==> config.mk <==
export PLATFORM = sky130hd
export DESIGN_NAME = quad_decoder
export DESIGN_NICKNAME = d
export VERILOG_FILES = /design/src/rtl/quad_decoder.sv
export SDC_FILE = /design/constraint.sdc
export NUM_CORES = 1
export LEC_CHECK = 0
export CAP_MARGIN = 20
export CELL_PAD_IN_SITES_DETAIL_PLACEMENT = 1
export CELL_PAD_IN_SITES_GLOBAL_PLACEMENT = 2
export CORE_ASPECT_RATIO = 1.4
export CORE_MARGIN = 4
export CORE_UTILIZATION = 34
export DETAILED_ROUTE_END_ITERATION = 8
export GPL_TIMING_DRIVEN = 0
export MAX_ROUTING_LAYER = met4
export PLACE_DENSITY_LB_ADDON = 0.1
export SLEW_MARGIN = 40
export SYNTH_ARGS = -nofsm -noshare
export SYNTH_HDL_FRONTEND = slang
export SYNTH_SLANG_ARGS = --single-unit
==> constraint.sdc <==
create_clock -name CLK -period 7.7 [get_ports CLK]
set_input_delay 0.77 -clock CLK [delete_from_list [all_inputs] [get_ports CLK]]
set_output_delay 0.77 -clock CLK [all_outputs]
set_load 0.02 [all_outputs]
==> src/rtl/quad_decoder.sv <==
// ---------------------------------------------------------------------------
// quad_decoder
//
// Quadrature (A/B) incremental-encoder decoder. Both phases are synchronized,
// optionally glitch-filtered, then decoded 4x into a STEP pulse, a DIR level
// and a loadable, wrapping position count with a WRAP pulse. An illegal
// transition (both phases change at once) sets a sticky ERR flag.
//
// Build option:
//   QDEC_FILTER_EN - when defined, each synchronized phase goes through a
//                    stability filter of FILT_CYCLES cycles before decoding.
//
// Parameters:
//   WIDTH        position register width (>= 2)
//   FILT_CYCLES  filter stability cycles (>= 1, used with QDEC_FILTER_EN)
//
// Ports:
//   CLK   in   system clock, rising edge
//   RST_  in   asynchronous active-low reset
//   A, B  in   encoder phases, asynchronous to CLK
//   LD    in   synchronous load of POS from D (wins over a step)
//   D     in   load value
//   CLR   in   synchronous clear of ERR (a same-cycle error wins)
//   STEP  out  one-cycle pulse per valid transition
//   DIR   out  direction of last valid step (0 = up, 1 = down)
//   POS   out  position count, modulo 2^WIDTH
//   WRAP  out  one-cycle pulse when POS wraps max->0 or 0->max
//   ERR   out  sticky illegal-transition flag
// ---------------------------------------------------------------------------
`timescale 1ns/1ps

module quad_decoder #(
   parameter int WIDTH       = 8,
   parameter int FILT_CYCLES = 4
) (
   input  logic             CLK,
   input  logic             RST_,
   input  logic             A,
   input  logic             B,
   input  logic             LD,
   input  logic [WIDTH-1:0] D,
   input  logic             CLR,
   output logic             STEP,
   output logic             DIR,
   output logic [WIDTH-1:0] POS,
   output logic             WRAP,
   output logic             ERR
);

   typedef enum logic {
      ST_INIT,
      ST_TRACK
   } state_t;

   // Settle counter is sized for the filtered build so its width does not
   // change with the build option.
   localparam int SETTLE_MAX = 2 + FILT_CYCLES;
   localparam int SW         = $clog2(SETTLE_MAX + 1);

   // Gray position within the up sequence 00->01->11->10.
   function automatic logic [1:0] gray2bin(input logic [1:0] g);
      return {g[1], g[1] ^ g[0]};
   endfunction

   // ------------------------------------------------------------------------
   // Two-flop synchronizer, bit 1 = A, bit 0 = B
   // ------------------------------------------------------------------------
   logic [1:0] r_meta;
   logic [1:0] r_sync;

   // NOTE: clocked state is written only with non-blocking assignments so
   // every flop samples the pre-edge value of every other flop.
   always_ff @(posedge CLK or negedge RST_) begin
      if (!RST_) begin
         r_meta <= 2'b00;
         r_sync <= 2'b00;
      end else begin
         r_meta <= {A, B};
         r_sync <= r_meta;
      end
   end

   logic [1:0] w_s;

`ifdef QDEC_FILTER_EN
   // ------------------------------------------------------------------------
   // Per-phase stability filter: the filtered level follows the synchronized
   // level only after it has differed for FILT_CYCLES consecutive cycles.
   // ------------------------------------------------------------------------
   localparam int              FCW       = $clog2(FILT_CYCLES + 1);
   localparam logic [FCW-1:0]  FILT_LAST = FCW'(FILT_CYCLES - 1);
   localparam logic [SW-1:0]   SETTLE_V  = SW'(2 + FILT_CYCLES);

   logic [FCW-1:0] r_fcnt [2];
   logic [1:0]     r_filt;

   always_ff @(posedge CLK or negedge RST_) begin
      if (!RST_) begin
         r_filt <= 2'b00;
         for (int i = 0; i < 2; i++) r_fcnt[i] <= '0;
      end else begin
         for (int i = 0; i < 2; i++) begin
            if (r_sync[i] == r_filt[i]) begin
               r_fcnt[i] <= '0;
            end else if (r_fcnt[i] == FILT_LAST) begin
               r_filt[i] <= r_sync[i];
               r_fcnt[i] <= '0;
            end else begin
               r_fcnt[i] <= r_fcnt[i] + 1'b1;
            end
         end
      end
   end

   assign w_s = r_filt;
`else
   localparam logic [SW-1:0] SETTLE_V = SW'(2);

   assign w_s = r_sync;
`endif

   // ------------------------------------------------------------------------
   // Decoder FSM and output registers
   // ------------------------------------------------------------------------
   state_t           r_state, w_state_nxt;
   logic [1:0]       r_prev, w_prev_nxt;
   logic [SW-1:0]    r_settle, w_settle_nxt;
   logic             r_step, w_step_nxt;
   logic             r_dir, w_dir_nxt;
   logic [WIDTH-1:0] r_pos, w_pos_nxt;
   logic             r_wrap, w_wrap_nxt;
   logic             r_err, w_err_nxt;
   logic             w_illegal;
   logic [1:0]       w_delta;

   // 1 = one step up, 3 = one step down, 2 = both phases changed, 0 = idle.
   assign w_delta = gray2bin(w_s) - gray2bin(r_prev);

   // NOTE: every signal assigned in this block gets a default first, so no
   // path leaves one unassigned and no latch is inferred.
   always_comb begin
      w_state_nxt  = r_state;
      w_prev_nxt   = r_prev;
      w_settle_nxt = r_settle;
      w_step_nxt   = 1'b0;
      w_dir_nxt    = r_dir;
      w_pos_nxt    = r_pos;
      w_wrap_nxt   = 1'b0;
      w_illegal    = 1'b0;

      unique case (r_state)
         ST_INIT: begin
            // Wait until the synchronizer (and filter) hold real pin levels,
            // then take them as the reference without counting.
            if (r_settle == SETTLE_V) begin
               w_prev_nxt  = w_s;
               w_state_nxt = ST_TRACK;
            end else begin
               w_settle_nxt = r_settle + 1'b1;
            end
         end
         ST_TRACK: begin
            unique case (w_delta)
               2'd1: begin
                  w_step_nxt = 1'b1;
                  w_dir_nxt  = 1'b0;
                  w_pos_nxt  = r_pos + 1'b1;
                  w_wrap_nxt = &r_pos;
                  w_prev_nxt = w_s;
               end
               2'd3: begin
                  w_step_nxt = 1'b1;
                  w_dir_nxt  = 1'b1;
                  w_pos_nxt  = r_pos - 1'b1;
                  w_wrap_nxt = ~|r_pos;
                  w_prev_nxt = w_s;
               end
               2'd2: begin
                  w_illegal  = 1'b1;
                  w_prev_nxt = w_s;
               end
               default: ;
            endcase
         end
         default: w_state_nxt = ST_INIT;
      endcase

      // Load owns POS; the step is still reported but cannot wrap.
      if (LD) begin
         w_pos_nxt  = D;
         w_wrap_nxt = 1'b0;
      end

      if (w_illegal)  w_err_nxt = 1'b1;
      else if (CLR)   w_err_nxt = 1'b0;
      else            w_err_nxt = r_err;
   end

   // NOTE: all control and datapath registers here take an asynchronous
   // reset; there is no storage array whose contents could be left unreset.
   always_ff @(posedge CLK or negedge RST_) begin
      if (!RST_) begin
         r_state  <= ST_INIT;
         r_prev   <= 2'b00;
         r_settle <= '0;
         r_step   <= 1'b0;
         r_dir    <= 1'b0;
         r_pos    <= '0;
         r_wrap   <= 1'b0;
         r_err    <= 1'b0;
      end else begin
         r_state  <= w_state_nxt;
         r_prev   <= w_prev_nxt;
         r_settle <= w_settle_nxt;
         r_step   <= w_step_nxt;
         r_dir    <= w_dir_nxt;
         r_pos    <= w_pos_nxt;
         r_wrap   <= w_wrap_nxt;
         r_err    <= w_err_nxt;
      end
   end

   assign STEP = r_step;
   assign DIR  = r_dir;
   assign POS  = r_pos;
   assign WRAP = r_wrap;
   assign ERR  = r_err;

endmodule

==> impl_metrics.py <==
metrics = {
    "worst_hold_path": {
        "hold_path_depth": 0,
        "hold_start": "r_meta[1]$_DFF_PN0_",
        "holdCritPathClass": "flop to flop",
        "min_to": "r_sync[1]$_DFF_PN0_",
    },
    "timing": {
        "slew_headroom_pct": 62.0,
        "hold_viol": 0,
        "drv_slew": 0,
        "maxClockFrequency_mhz": 305,
        "timing_worst_slew_pin_value_ps": 556,
        "fin_setup_tns_ps": 0,
        "timing.final.setup_violations": 0,
        "finalClockSkew_ps": 3.76,
        "post-route-min-period_ps": 3270,
        "unrepaired_setup_endpoints_after_global_routing": "false",
        "timing.final.crit_share_pct": 42.5,
    },
    "pwr": {
        "cellLeakagePower_nw": 0.663,
        "maximum_vdd_drop_uv": 171,
        "power.density_cell_area_mw_per_mm2": 386,
    },
    "final_layout": {
        "final_layout_size_suffix_gt1_share_pct": 10.1,
        "syn2layout_area_growth_pct": 28.2,
        "final_design_area_no_fill_mm2": 0.00159,
        "filler_cell_count": 408,
        "diodes": 0,
        "nNetsFinal": 167,
    },
    "clocking": {
        "buffer_type_at_the_clock_tree_root": "clkbuf_8",
        "cts_htree_levels": 1,
        "path_clk_slew_ps": 80,
        "max_buffers_root_to_sink": 2,
        "cts.repair.resized": 0,
        "tritoncts": "yes",
        "cts.sinks": 22,
        "cts_made_buffers": 3,
        "cts.repair_timing.setup_buffer_count": 0,
        "post_cts_hold_buffer_count": 0,
        "clk_latency_ps": 260,
    },
    "global_routing": {
        "vias_in_the_first_global_route": 1093,
        "antenna_violations_before_repair": 0,
        "grt.overflow.total": 0,
        "grt_use_total_pct": 15.1,
        "grt_pass1_wl_um": 5200,
        "grt_start_max_net_pins": 23,
    },
    "detailed_routing": {
        "drt-initial-drc-count": 20,
        "drt_antenna_net_count": 0,
        "remaining_drc_errors": 0,
        "detail_route.vias_per_cell": 5.51,
        "first_pass_iters": 4,
        "total_wirelength_um": 3010,
        "dr_total_vias": 1035,
        "detail_route.wl_per_cell_um": 16.0,
    },
    "yosys": {
        "synth_top_family_by_area": "simple AND/OR/NAND/NOR gates",
        "ys_types": 48,
        "post_synth_and_or_nand_nor_area_fraction_pct": 18.4,
        "yosys_register_bits": 22,
        "synth_enable_flop_cells": 0,
        "netlist_area_mm2": 0.00124,
        "postSynth.asyncResetShare_pct": 100,
        "synth_top_flop_cell": "dfrtp_1",
        "xor_xnor_cell_area_share_of_the_yosys_netlist_pct": 7.46,
        "synth_nets": 137,
        "synthesis.yosys.warnings": 0,
        "synth_fa_ha_area_share_pct": 4.03,
        "seq_area_frac_synth_pct": 44.4,
        "post_synth.cell_area_avg_um2": 10.4,
        "mapped_cells": 119,
        "synth_mux_area_share_pct": 2.62,
        "synth_compound_gate_area_share_pct": 16.3,
    },
    "floorplanning": {
        "floorplan.rows": 25,
        "fp.dieH_um": 79.5,
        "dieArea_mm2": 0.00470,
        "die-width_um": 59.1,
        "ios": 26,
        "fp.coreArea_mm2": 0.00344,
        "initial_core_util_pct": 36.1,
    },
    "worst_setup_path": {
        "cp_data_arrival_time_ps": 3450,
        "setup.worst_path.start_class": "flop",
        "critical_path.reg2reg.startpoint": "r_prev[1]$_DFFE_PN0P_",
        "crit_path_start": "r_prev[1]$_DFFE_PN0P_",
        "timing.setup.critical_path_class": "flop to flop",
        "cp-end-kind": "flop",
        "setup.reg_to_reg.worst_slack_ps": 4430,
        "timing.rr.end": "POS[4]$_DFFE_PN0P_",
        "critical_path_peak_fanout": 10,
        "rr_worst_depth": 10,
        "required_ps": 7880,
    },
    "placed_design": {
        "routability_driven_placement_congestion_ratio": 0.778,
        "dpl.hpwl_um": 2380,
        "placed_area_mm2": 0.00154,
        "portBuffers": 25,
    },
    "job": {
        "drv_cap": 0,
    },
    "run_status": {
        "status": "finished clean",
    },
}
[registers in the layout, summed over array words and instances, names as in the netlist, 2 cells and up]
| signal | flops |
|---|---|
| r_sync | 2 |
| POS | 8 |
| r_settle | 3 |
| r_prev | 2 |
| r_meta | 2 |
[worst max-delay path, stage by stage (launching register included)]
cell            delay [ps]
dfrtp_1                440
xor2_1                 200
ha_1                   310
dlymetal6s2s_1         340
nor2_1                 150
xor2_1                 160
ha_1                   250
or4_1                  480
or3_1                  350
a2111o_1               410
o211ai_1                90
[metrics by stage]
step	utilization [%]	setup slack, ps	hold slack [ps]	std cells	power [mW]
after CTS	46.3	4400	365	188	0.624
after global placement	44.8	4490	336	184	0.524
after detailed placement	44.7	4430	347	184	0.539
after global routing	46.3	4250	371	188	0.667
final	46.3	4430	361	188	0.614
after floorplan	-	4740	331	119	0.420
[where the power goes]
part | switching, mW | leakage [nW] | internal [mW] | total, mW
sequential | 0.0322 | 0.260 | 0.144 | 0.176
clock | 0.0371 | 0.0288 | 0.0456 | 0.0826
combinational | 0.202 | 0.375 | 0.153 | 0.355
total | 0.271 | 0.663 | 0.343 | 0.614
[layer usage]
metal  routed length [um]  vias up  track usage, %  share of wire [%]
met5                    0        -               -                  0
met4                   49        0            5.44                1.6
met3                   72        5            1.94                2.4
met2                 1680       14            27.0                 56
met1                 1210      522            16.6                 40
li1                     -      494               -                  -
[final cells by class]
cell class | instances | area [um2] | share of cell area, %
clock buffer | 4 | 55.1 | 3.46
buffer | 4 | 42.5 | 2.67
timing repair buffer | 25 | 245 | 15.4
sequential | 22 | 551 | 34.6
inverter | 11 | 41.3 | 2.59
multi-input combinational | 82 | 607 | 38.1
tap | 40 | 50.0 | 3.14
[kinds of logic after synthesis]
logic type / Yosys count
AO/OA/AOI/OAI: 26
XOR/XNOR: 7
adder cells (fa/ha/maj): 4
buffers and inverters: 15
flip-flops: 22
multiplexers: 3
AND/OR/NAND/NOR: 42
[cell usage after synthesis, types with 2 or more instances]
| cell | instances | area share [%] |
|---|---|---|
| nor4_1 | 2 | 1.0 |
| dfrtp_1 | 22 | 44 |
| nand3_1 | 3 | 1.2 |
| ha_1 | 4 | 4.0 |
| or4_1 | 2 | 1.2 |
| nor3_1 | 4 | 1.6 |
| nor2_1 | 6 | 1.8 |
| a21o_1 | 2 | 1.2 |
| nand2_1 | 13 | 3.9 |
| nand4_1 | 3 | 1.5 |
| a31oi_1 | 2 | 1.0 |
| inv_1 | 10 | 3.0 |
| xor2_1 | 2 | 1.4 |
| nor4b_1 | 2 | 1.4 |
| mux2_1 | 2 | 1.8 |
| xnor2_1 | 3 | 2.1 |
| a2111oi_0 | 3 | 2.1 |
| o21ai_0 | 4 | 1.6 |
[cell usage in the layout (no fill, tap or decap), types with 2 or more instances in the layout]
| master | netlist | layout |
|---|---|---|
| o21ai_0 | 4 | 4 |
| nor4_1 | 2 | 2 |
| nor3_1 | 4 | 4 |
| clkbuf_8 | 1 | 5 |
| ha_1 | 4 | 4 |
| mux2_1 | 2 | 2 |
| clkdlybuf4s50_1 | 0 | 24 |
| nor2_1 | 6 | 6 |
| dfrtp_1 | 22 | 22 |
| a2111oi_0 | 3 | 3 |
| a21o_1 | 2 | 2 |
| xnor2_1 | 3 | 3 |
| xor2_1 | 2 | 2 |
| a31oi_1 | 2 | 2 |
| nor4b_1 | 2 | 2 |
| nand2_1 | 13 | 13 |
| inv_1 | 10 | 10 |
| nand4_1 | 3 | 3 |
| nand3_1 | 3 | 3 |
| or4_1 | 2 | 2 |
| buf_2 | 1 | 2 |
[worst max path at each step]
stage                         endpoint  slack, ps  depth (start not counted)
CTS                 POS[4]$_DFFE_PN0P_       4400                         10
detailed placement  POS[4]$_DFFE_PN0P_       4430                         10
global placement    POS[4]$_DFFE_PN0P_       4490                         10
finish              POS[4]$_DFFE_PN0P_       4430                         10
global route        POS[4]$_DFFE_PN0P_       4250                         10
floorplan           POS[4]$_DFFE_PN0P_       4740                         10
Power figures use the tool's default switching activity.
